$ cat config.mk
export PLATFORM = sky130hd
export DESIGN_NAME = poly_nco
export DESIGN_NICKNAME = d
export VERILOG_FILES = /design/src/rtl/poly_nco.sv
export SDC_FILE = /design/constraint.sdc
export NUM_CORES = 1
export LEC_CHECK = 0
export CORE_MARGIN = 3
export CORE_UTILIZATION = 40
export CTS_CLUSTER_SIZE = 40
export DETAILED_ROUTE_END_ITERATION = 10
export PLACE_DENSITY_LB_ADDON = 0.12
export SKIP_CTS_REPAIR_TIMING = 1
export SYNTH_ARGS = -nofsm -noshare
export SYNTH_HDL_FRONTEND = slang
export SYNTH_SLANG_ARGS = --single-unit
$ cat constraint.sdc
create_clock -name clock -period 7.4 [get_ports clock]
set_input_delay 1.85 -clock clock [delete_from_list [all_inputs] [get_ports clock]]
set_output_delay 1.85 -clock clock [all_outputs]
set_load 0.05 [all_outputs]
$ cat src/rtl/poly_nco.sv
// Time-multiplexed polyphonic NCO: one phase accumulator per voice, one shared
// wavetable ROM, and one valid-qualified amplitude per voice on every sample tick.
module poly_nco #(
  parameter int SAMPLE_RATE    = 192000,
  parameter int VOICES         = 8,
  parameter int PHASE_BITS     = 32,
  parameter int INDEX_BITS     = 10,
  parameter int AMP_BITS       = 16,
  parameter int FREQ_BITS      = 20,
  parameter int FREQ_FRAC_BITS = 4,
  parameter int C_FRAC_BITS    = 16,
  localparam int VW = (VOICES > 1) ? $clog2(VOICES) : 1
) (
  input  logic                  clock,
  input  logic                  reset,
  input  logic                  sample_tick,
  input  logic                  wr_en,
  input  logic [VW-1:0]         wr_voice,
  input  logic [FREQ_BITS-1:0]  wr_freq,
  input  logic [1:0]            wr_mode,
  input  logic                  wr_sync,
  output logic [INDEX_BITS-1:0] table_addr,
  input  logic [AMP_BITS-1:0]   table_q,
  output logic                  sample_valid,
  output logic [VW-1:0]         out_voice,
  output logic [AMP_BITS-1:0]   out_sample,
  output logic                  frame_done,
  output logic                  busy,
  output logic                  overrun
);

  // Hz-to-increment scale, rounded to nearest at elaboration.
  localparam logic [63:0] C_INC =
    ((64'd1 << (PHASE_BITS + C_FRAC_BITS)) + 64'(SAMPLE_RATE / 2)) / 64'(SAMPLE_RATE);
  localparam int PW = FREQ_BITS + 64;
  localparam int SH = C_FRAC_BITS + FREQ_FRAC_BITS;

  localparam logic [AMP_BITS-1:0] C_MSB = {1'b1, {(AMP_BITS-1){1'b0}}};
  localparam logic [AMP_BITS-1:0] C_POS = ~C_MSB;
  localparam logic [AMP_BITS-1:0] C_NEG = C_MSB | {{(AMP_BITS-1){1'b0}}, 1'b1};

  typedef enum logic [1:0] {S_IDLE, S_RUN, S_DRAIN} state_t;

  state_t                r_state;
  state_t                w_nextState;
  logic                  w_advance;
  logic                  w_tickBusy;
  logic                  w_lastVoice;
  logic [VW-1:0]         r_voice;

  logic [PHASE_BITS-1:0] r_phase [VOICES];
  logic [PHASE_BITS-1:0] r_inc   [VOICES];
  logic [1:0]            r_mode  [VOICES];

  logic [PW-1:0]         w_prod;
  logic [PHASE_BITS-1:0] w_incNew;
  logic [PHASE_BITS-1:0] w_phaseCur;
  logic [PHASE_BITS-1:0] w_incCur;

  logic                  r_valid;
  logic                  r_last;
  logic [VW-1:0]         r_outVoice;
  logic [AMP_BITS-1:0]   r_p2;
  logic [1:0]            r_mode2;
  logic [AMP_BITS-1:0]   r_hold;
  logic                  r_overrun;
  logic [AMP_BITS-1:0]   w_q;
  logic [AMP_BITS-1:0]   w_tri;
  logic [AMP_BITS-1:0]   w_formed;

  assign w_prod      = PW'(wr_freq) * PW'(C_INC);
  assign w_incNew    = PHASE_BITS'(w_prod >> SH);
  assign w_phaseCur  = r_phase[r_voice];
  assign w_incCur    = r_inc[r_voice];
  assign w_lastVoice = (r_voice == VW'(VOICES - 1));

  always_ff @(posedge clock) begin
    if (!reset) r_state <= S_IDLE;
    else        r_state <= w_nextState;
  end

  always_comb begin
    w_nextState = r_state;
    w_advance   = 1'b0;
    w_tickBusy  = sample_tick && (r_state != S_IDLE);
    case (r_state)
      S_IDLE:  if (sample_tick) w_nextState = S_RUN;
      S_RUN: begin
        w_advance = 1'b1;
        if (w_lastVoice) w_nextState = S_DRAIN;
      end
      S_DRAIN: w_nextState = S_IDLE;
      default: w_nextState = S_IDLE;
    endcase
  end

  always_ff @(posedge clock) begin
    if (!reset)                       r_voice <= '0;
    else if (r_state == S_IDLE)       r_voice <= '0;
    else if (w_advance && !w_lastVoice) r_voice <= r_voice + VW'(1);
  end

  // A sync write beats the accumulate of the same voice in the same cycle.
  always_ff @(posedge clock) begin
    if (!reset) begin
      for (int i = 0; i < VOICES; i++) begin
        r_phase[i] <= '0;
        r_inc[i]   <= '0;
        r_mode[i]  <= 2'd0;
      end
    end else begin
      for (int i = 0; i < VOICES; i++) begin
        if (wr_en && wr_voice == VW'(i)) begin
          r_inc[i]  <= w_incNew;
          r_mode[i] <= wr_mode;
        end
        if (wr_en && wr_sync && wr_voice == VW'(i))
          r_phase[i] <= '0;
        else if (w_advance && r_voice == VW'(i))
          r_phase[i] <= w_phaseCur + w_incCur;
      end
    end
  end

  always_ff @(posedge clock) begin
    if (!reset) begin
      r_valid    <= 1'b0;
      r_last     <= 1'b0;
      r_outVoice <= '0;
      r_p2       <= '0;
      r_mode2    <= 2'd0;
      r_hold     <= '0;
      r_overrun  <= 1'b0;
    end else begin
      r_valid   <= w_advance;
      r_last    <= w_advance && w_lastVoice;
      r_overrun <= r_overrun | w_tickBusy;
      if (w_advance) begin
        r_outVoice <= r_voice;
        r_p2       <= w_phaseCur[PHASE_BITS-1 -: AMP_BITS];
        r_mode2    <= r_mode[r_voice];
      end
      if (r_valid) r_hold <= w_formed;
    end
  end

  assign w_q   = r_p2[AMP_BITS-1] ? ~r_p2 : r_p2;
  assign w_tri = (w_q << 1) ^ C_MSB;

  always_comb begin
    w_formed = table_q;
    case (r_mode2)
      2'd0: w_formed = table_q;
      2'd1: w_formed = r_p2 ^ C_MSB;
      2'd2: w_formed = r_p2[AMP_BITS-1] ? C_NEG : C_POS;
      2'd3: w_formed = w_tri;
      default: w_formed = table_q;
    endcase
  end

  // The ROM answers one cycle late, so the table sample is mixed in as it arrives
  // and held once the valid cycle has passed.
  assign table_addr   = (r_state == S_RUN) ? w_phaseCur[PHASE_BITS-1 -: INDEX_BITS] : '0;
  assign sample_valid = r_valid;
  assign out_voice    = r_outVoice;
  assign out_sample   = r_valid ? w_formed : r_hold;
  assign frame_done   = r_last;
  assign busy         = (r_state != S_IDLE);
  assign overrun      = r_overrun;

endmodule

After elaboration in Yosys (flattened, before gate mapping)
Memories as Yosys holds them, arrays and structs flattened. A register that Yosys moved wholly into a read port is not among the register bits.
Index checks and enable logic that the tools add are counted.
Storage, ports and cells
  register bits: 43
  bits in writable memories: 520
  bits of input ports: 46
  word-level logic and storage cells: 233
  memories: 3
Memories
  r_phase: words 8, bits a word 32, read ports 1, clocked after Yosys merged registers in 1, wr ports 8, line 51  | logic [PHASE_BITS-1:0] r_phase [VOICES];
  r_inc: words 8, bits a word 31, read ports 1, clocked after Yosys merged registers in 1, wr ports 8, line 52  | logic [PHASE_BITS-1:0] r_inc [VOICES];
  r_mode: words 8, bits a word 2, read ports 1, clocked after Yosys merged registers in 1, wr ports 8, line 53  | logic [1:0] r_mode [VOICES];
Cells by class
  $add $sub $neg: 2
  multipliers: 1
  equal/unequal tests: 20
  mux-type cells: 126
  bitwise logic cells: 37
  reductions and logical operators: 36
Operators with widths (count)
  32-bit 2-to-1 mux: 16
  31-bit 2-to-1 mux: 8
  1-bit 2-to-1 mux: 82
  16-bit one-hot mux with 4 select lines: 1
  20-bit by 27-bit multiplier with 47-bit output (second input constant): 1
  1-bit bitwise OR: 33
  32-bit adder: 1
  16-bit 2-to-1 mux: 2
  1-bit logical AND: 27
  3-bit == test (second input constant): 8
  2-bit 2-to-1 mux: 10
  15-bit 2-to-1 mux: 1
  15-bit inverter: 1
  3-bit by 2-bit == test with 1-bit output (second input constant): 4
  3-bit 2-to-1 mux: 4
  10-bit 2-to-1 mux: 1
  3-bit by 1-bit == test with 1-bit output (second input constant): 2
  3-bit logical NOT: 2
  2-bit by 1-bit == test with 1-bit output (second input constant): 2
  2-bit == test (second input constant): 2
  2-bit logical NOT: 2
  2-bit inequality test (second input constant): 2
  2-bit one-hot mux with 2 select lines: 1
  3-bit by 1-bit adder with 3-bit output (second input constant): 1
  5 further kinds: 8

Longest topological paths before layout
  depth in word-level cells: 8
  mapped depth: 23

Worst setup path before layout
OpenSTA, ideal clock, no wires.
  kind: input-to-reg
  from: input wr_freq[8]
  to: memory r_inc[6][30] (netlist bit) (data pin)
  setup time: 0.258 ns
  arrival time: 7.447 ns
  required time: 7.142 ns
  setup slack: -0.306 ns
  cell stages on the path: 20
  path buffers: 0
  cell sequence: inv_1 -> fa_1 -> fa_1 -> fa_1 -> inv_1 -> fa_1 -> fa_1 -> fa_1 -> inv_1 -> fa_1 -> inv_1 -> ha_1 -> nand4_1 -> inv_1 -> a221oi_1 -> nor2_1 -> o31a_1 -> o2111a_1 -> or3_4 -> and3_1
RTL lines
  start: declaration: line 19  | input logic [FREQ_BITS-1:0] wr_freq,
  end: declaration: line 52

==> flow_metrics.py <==
metrics = {
    "critical_path": {
        "path_delay_family": "adder cells",
        "cp.required_ns": 7.75,
        "max_stage_delay_ns": 0.62,
        "critical_path.slowest_cell": "fa_2",
        "path_buf_inv": 4,
        "path_common_cell": "fa_1",
        "startpoint": "wr_freq[17]",
        "end_kind": "flop",
        "critPathMaxFanout": 7,
        "arrival_ns": 7.83,
        "worstPathCellList": "clkbuf_2 -> fa_2 -> inv_2 -> fa_1 -> fa_2 -> fa_1 -> inv_2 -> fa_1 -> fa_1 -> fa_1 -> ha_4 -> and2_4 -> nand3_4 -> nor3_4 -> o211ai_1 -> a2111oi_4 -> nor4_1 -> and4bb_2 -> buf_12 -> nor2_4",
        "crit_type": "in -> reg",
        "cp-start-kind": "input port",
    },
    "floorplanning": {
        "start_util_pct": 40.4,
        "die_h_um": 305,
        "row_count": 109,
        "fp.dieW_um": 305,
        "core_sq_um": 88600,
        "dieArea_sq_um": 93200,
        "io_pins": 79,
    },
    "placed_design": {
        "gp_congestion": 0.878,
        "place_inst": 4397,
        "dpl_cell_area_sq_um": 40100,
        "hpwl_um": 70400,
        "port_buffers": 78,
    },
    "hold_path": {
        "hp-start": "r_p2[9]$_SDFFE_PN0P_",
        "hold_class": "reg -> reg",
    },
    "cells_and_area": {
        "final_common_cell": "edfxtp_1",
        "mostFrequentLayoutCells": "edfxtp_1, nor2_1, inv_1",
        "final_cell_count_no_fill": 4526,
        "drive_gt1_share_pct": 24.6,
        "syn2layout_area_growth_pct": 20.1,
        "layout.nets": 3802,
        "final_util_pct": 48.5,
        "finalInstanceArea_sq_um": 43000,
    },
    "clock_network": {
        "cts_made_buffers": 60,
        "tritoncts": "done",
        "cts_buffer_depth": 3,
        "htree_levels": 2,
        "clk_pin_slew_ns": 0.06,
        "clkSinkCount": 568,
        "clk_latency_ns": 0.64,
        "clockRootBuffer": "clkbuf_16",
    },
    "route": {
        "drc": 0,
        "routed_wirelength_um": 101000,
        "postRouteAntennaNets": 0,
        "drt_iter0_drc": 1956,
        "vias": 24200,
        "wire_per_inst_um": 22.3,
        "drtPass1Iterations": 7,
        "via_per_inst": 5.35,
    },
    "synthesis": {
        "synth_warnings": 0,
        "syn_avg_cell_area_sq_um": 12.0,
        "synthMuxAreaShare_pct": 10.2,
        "synth_cell_types": 86,
        "yosys.area_share.simple_pct": 11.1,
        "synthFlopType": "edfxtp_1",
        "yosysSeqAreaShare_pct": 46.3,
        "ys_ff_latch": 568,
        "synthXorXnorAreaFrac_pct": 1.72,
        "synth_compound_area_share_pct": 6.10,
        "synth-async-reset-ratio_pct": 0,
        "synth_fp_nets": 3468,
        "synth_adder_area_share_pct": 19.6,
        "synth_top_family_by_area": "adder cells",
        "syn_inst": 2974,
        "synth_edf_count": 520,
        "synth_area_sq_um": 35800,
    },
    "global_route": {
        "grt_max_degree": 69,
        "antenna_found_initial": 0,
        "grtUsageTotal_pct": 21.8,
        "overflow": 0,
        "grt_pass1_wl_um": 155000,
        "first_global_vias": 25200,
    },
    "sta": {
        "fin_crit_sh_pct": 101,
        "timing.final.ws_setup_ns": -0.0768,
        "setup_viol": 17,
        "fin_skew_ns": 0.0393,
        "tightest_slew_ns": 1.16,
        "rsz0062_at_grt": "true",
        "max_clock_freq_mhz": 134,
        "fin_crit_ns": 7.48,
        "maxSlewHeadroom_pct": 22.4,
        "fin_tns_setup_ns": -0.715,
        "final-max-slew-violation-count": 0,
        "finalHoldViolations": 0,
    },
    "status": {
        "status": "finished, violations left",
        "failed_checks": "negative setup slack",
    },
    "flow_run": {
        "drv_cap": 0,
    },
}
metrics by stage:
step	hold slack [ns]	setup slack [ns]
after floorplan	0.431	0.00619
after global placement	0.439	-1.05
final	0.450	-0.0768
after global routing	0.475	-0.191
after detailed placement	0.443	-1.07
after CTS	0.451	-0.440
final timing paths:
check / endpoint / slack [ns] / cells past startpoint
setup reg to reg: r_phase[7][29]$_SDFFCE_PN0P_ / 2.01 / 12
setup / recovery: r_inc[7][28]$_DFFE_PP_ / -0.08 / 20
hold / removal: r_p2[9]$_SDFFE_PN0P_ / 0.45 / 2
hold reg to reg: r_p2[9]$_SDFFE_PN0P_ / 0.45 / 2
worst reg2reg max path, cell delays in order (launching register included):
cell	delay, ns
dfxtp_4	0.97
buf_4	0.62
mux4_2	0.42
mux2_2	0.37
ha_1	0.41
a21o_1	0.20
a31o_2	0.27
a221oi_2	0.37
a31oi_1	0.26
o31a_1	0.33
o21ai_2	0.54
nor3_1	0.11
a211o_1	0.29
cell usage after synthesis (6+ instances only):
master,count,area (sq um)
and3b_1,6,52.6
o21bai_1,13,97.6
buf_1,15,56.3
edfxtp_1,520,15600
mux2_2,61,687
clkbuf_1,96,360
nand2_1,127,477
nor3_1,34,170
dfxtp_1,48,961
inv_1,337,1260
o31a_1,15,131
buf_2,14,70.1
nor2_1,554,2080
a211o_1,11,96.3
and3_1,21,131
a211oi_1,7,52.6
a21o_1,36,270
o21a_1,7,52.6
and2_1,27,169
nor3b_1,18,135
nor2b_1,18,113
or3_1,15,93.8
o211ai_1,7,52.6
o31ai_1,12,90.1
nand3_1,40,200
a21oi_1,113,566
o21ai_0,40,200
fa_1,188,3760
nand2b_1,15,93.8
nand4_1,13,81.3
a31oi_1,6,37.5
mux4_2,130,2930
xnor2_1,41,359
xor2_1,22,193
ha_1,260,3250
cell type report:
class | count | area (sq um)
multi-input cells | 1941 | 18400
fillers | 7937 | 45600
clock inverters | 34 | 397
well taps | 1165 | 1460
diodes | 1 | 2.50
inverters | 337 | 1270
clock buffers | 80 | 1700
repair buffers | 400 | 3260
flip-flops and latches | 568 | 16600
layer usage:
| layer | track usage [%] | part of all wire, % | vias up |
|---|---|---|---|
| met3 | 2.51 | 5.7 | 124 |
| met4 | 5.26 | 2.3 | 0 |
| met2 | 36.5 | 48 | 693 |
| met5 | 0 | 0 | - |
| met1 | 30.5 | 44 | 12300 |
| li1 | - | - | 11100 |
sequential cells by signal (all words and copies together) (netlist names), named ones only:
register      count
overrun           1
out_voice         3
r_p2             16
sample_valid      1
r_voice           3
r_phase         256
r_mode           16
r_mode2           2
frame_done        1
r_hold           16
r_inc           248
r_state           2
kinds of logic after synthesis:
| kind of cell | count (synthesis) |
|---|---|
| compound gates | 318 |
| xor+xnor | 67 |
| fa+ha+maj | 448 |
| buf+inv | 465 |
| flops | 568 |
| mux | 196 |
| simple gates | 912 |
Power is left out: the tool's default activity adds up to more than one toggle a clock period on the data nets, which glitch-free logic cannot reach.
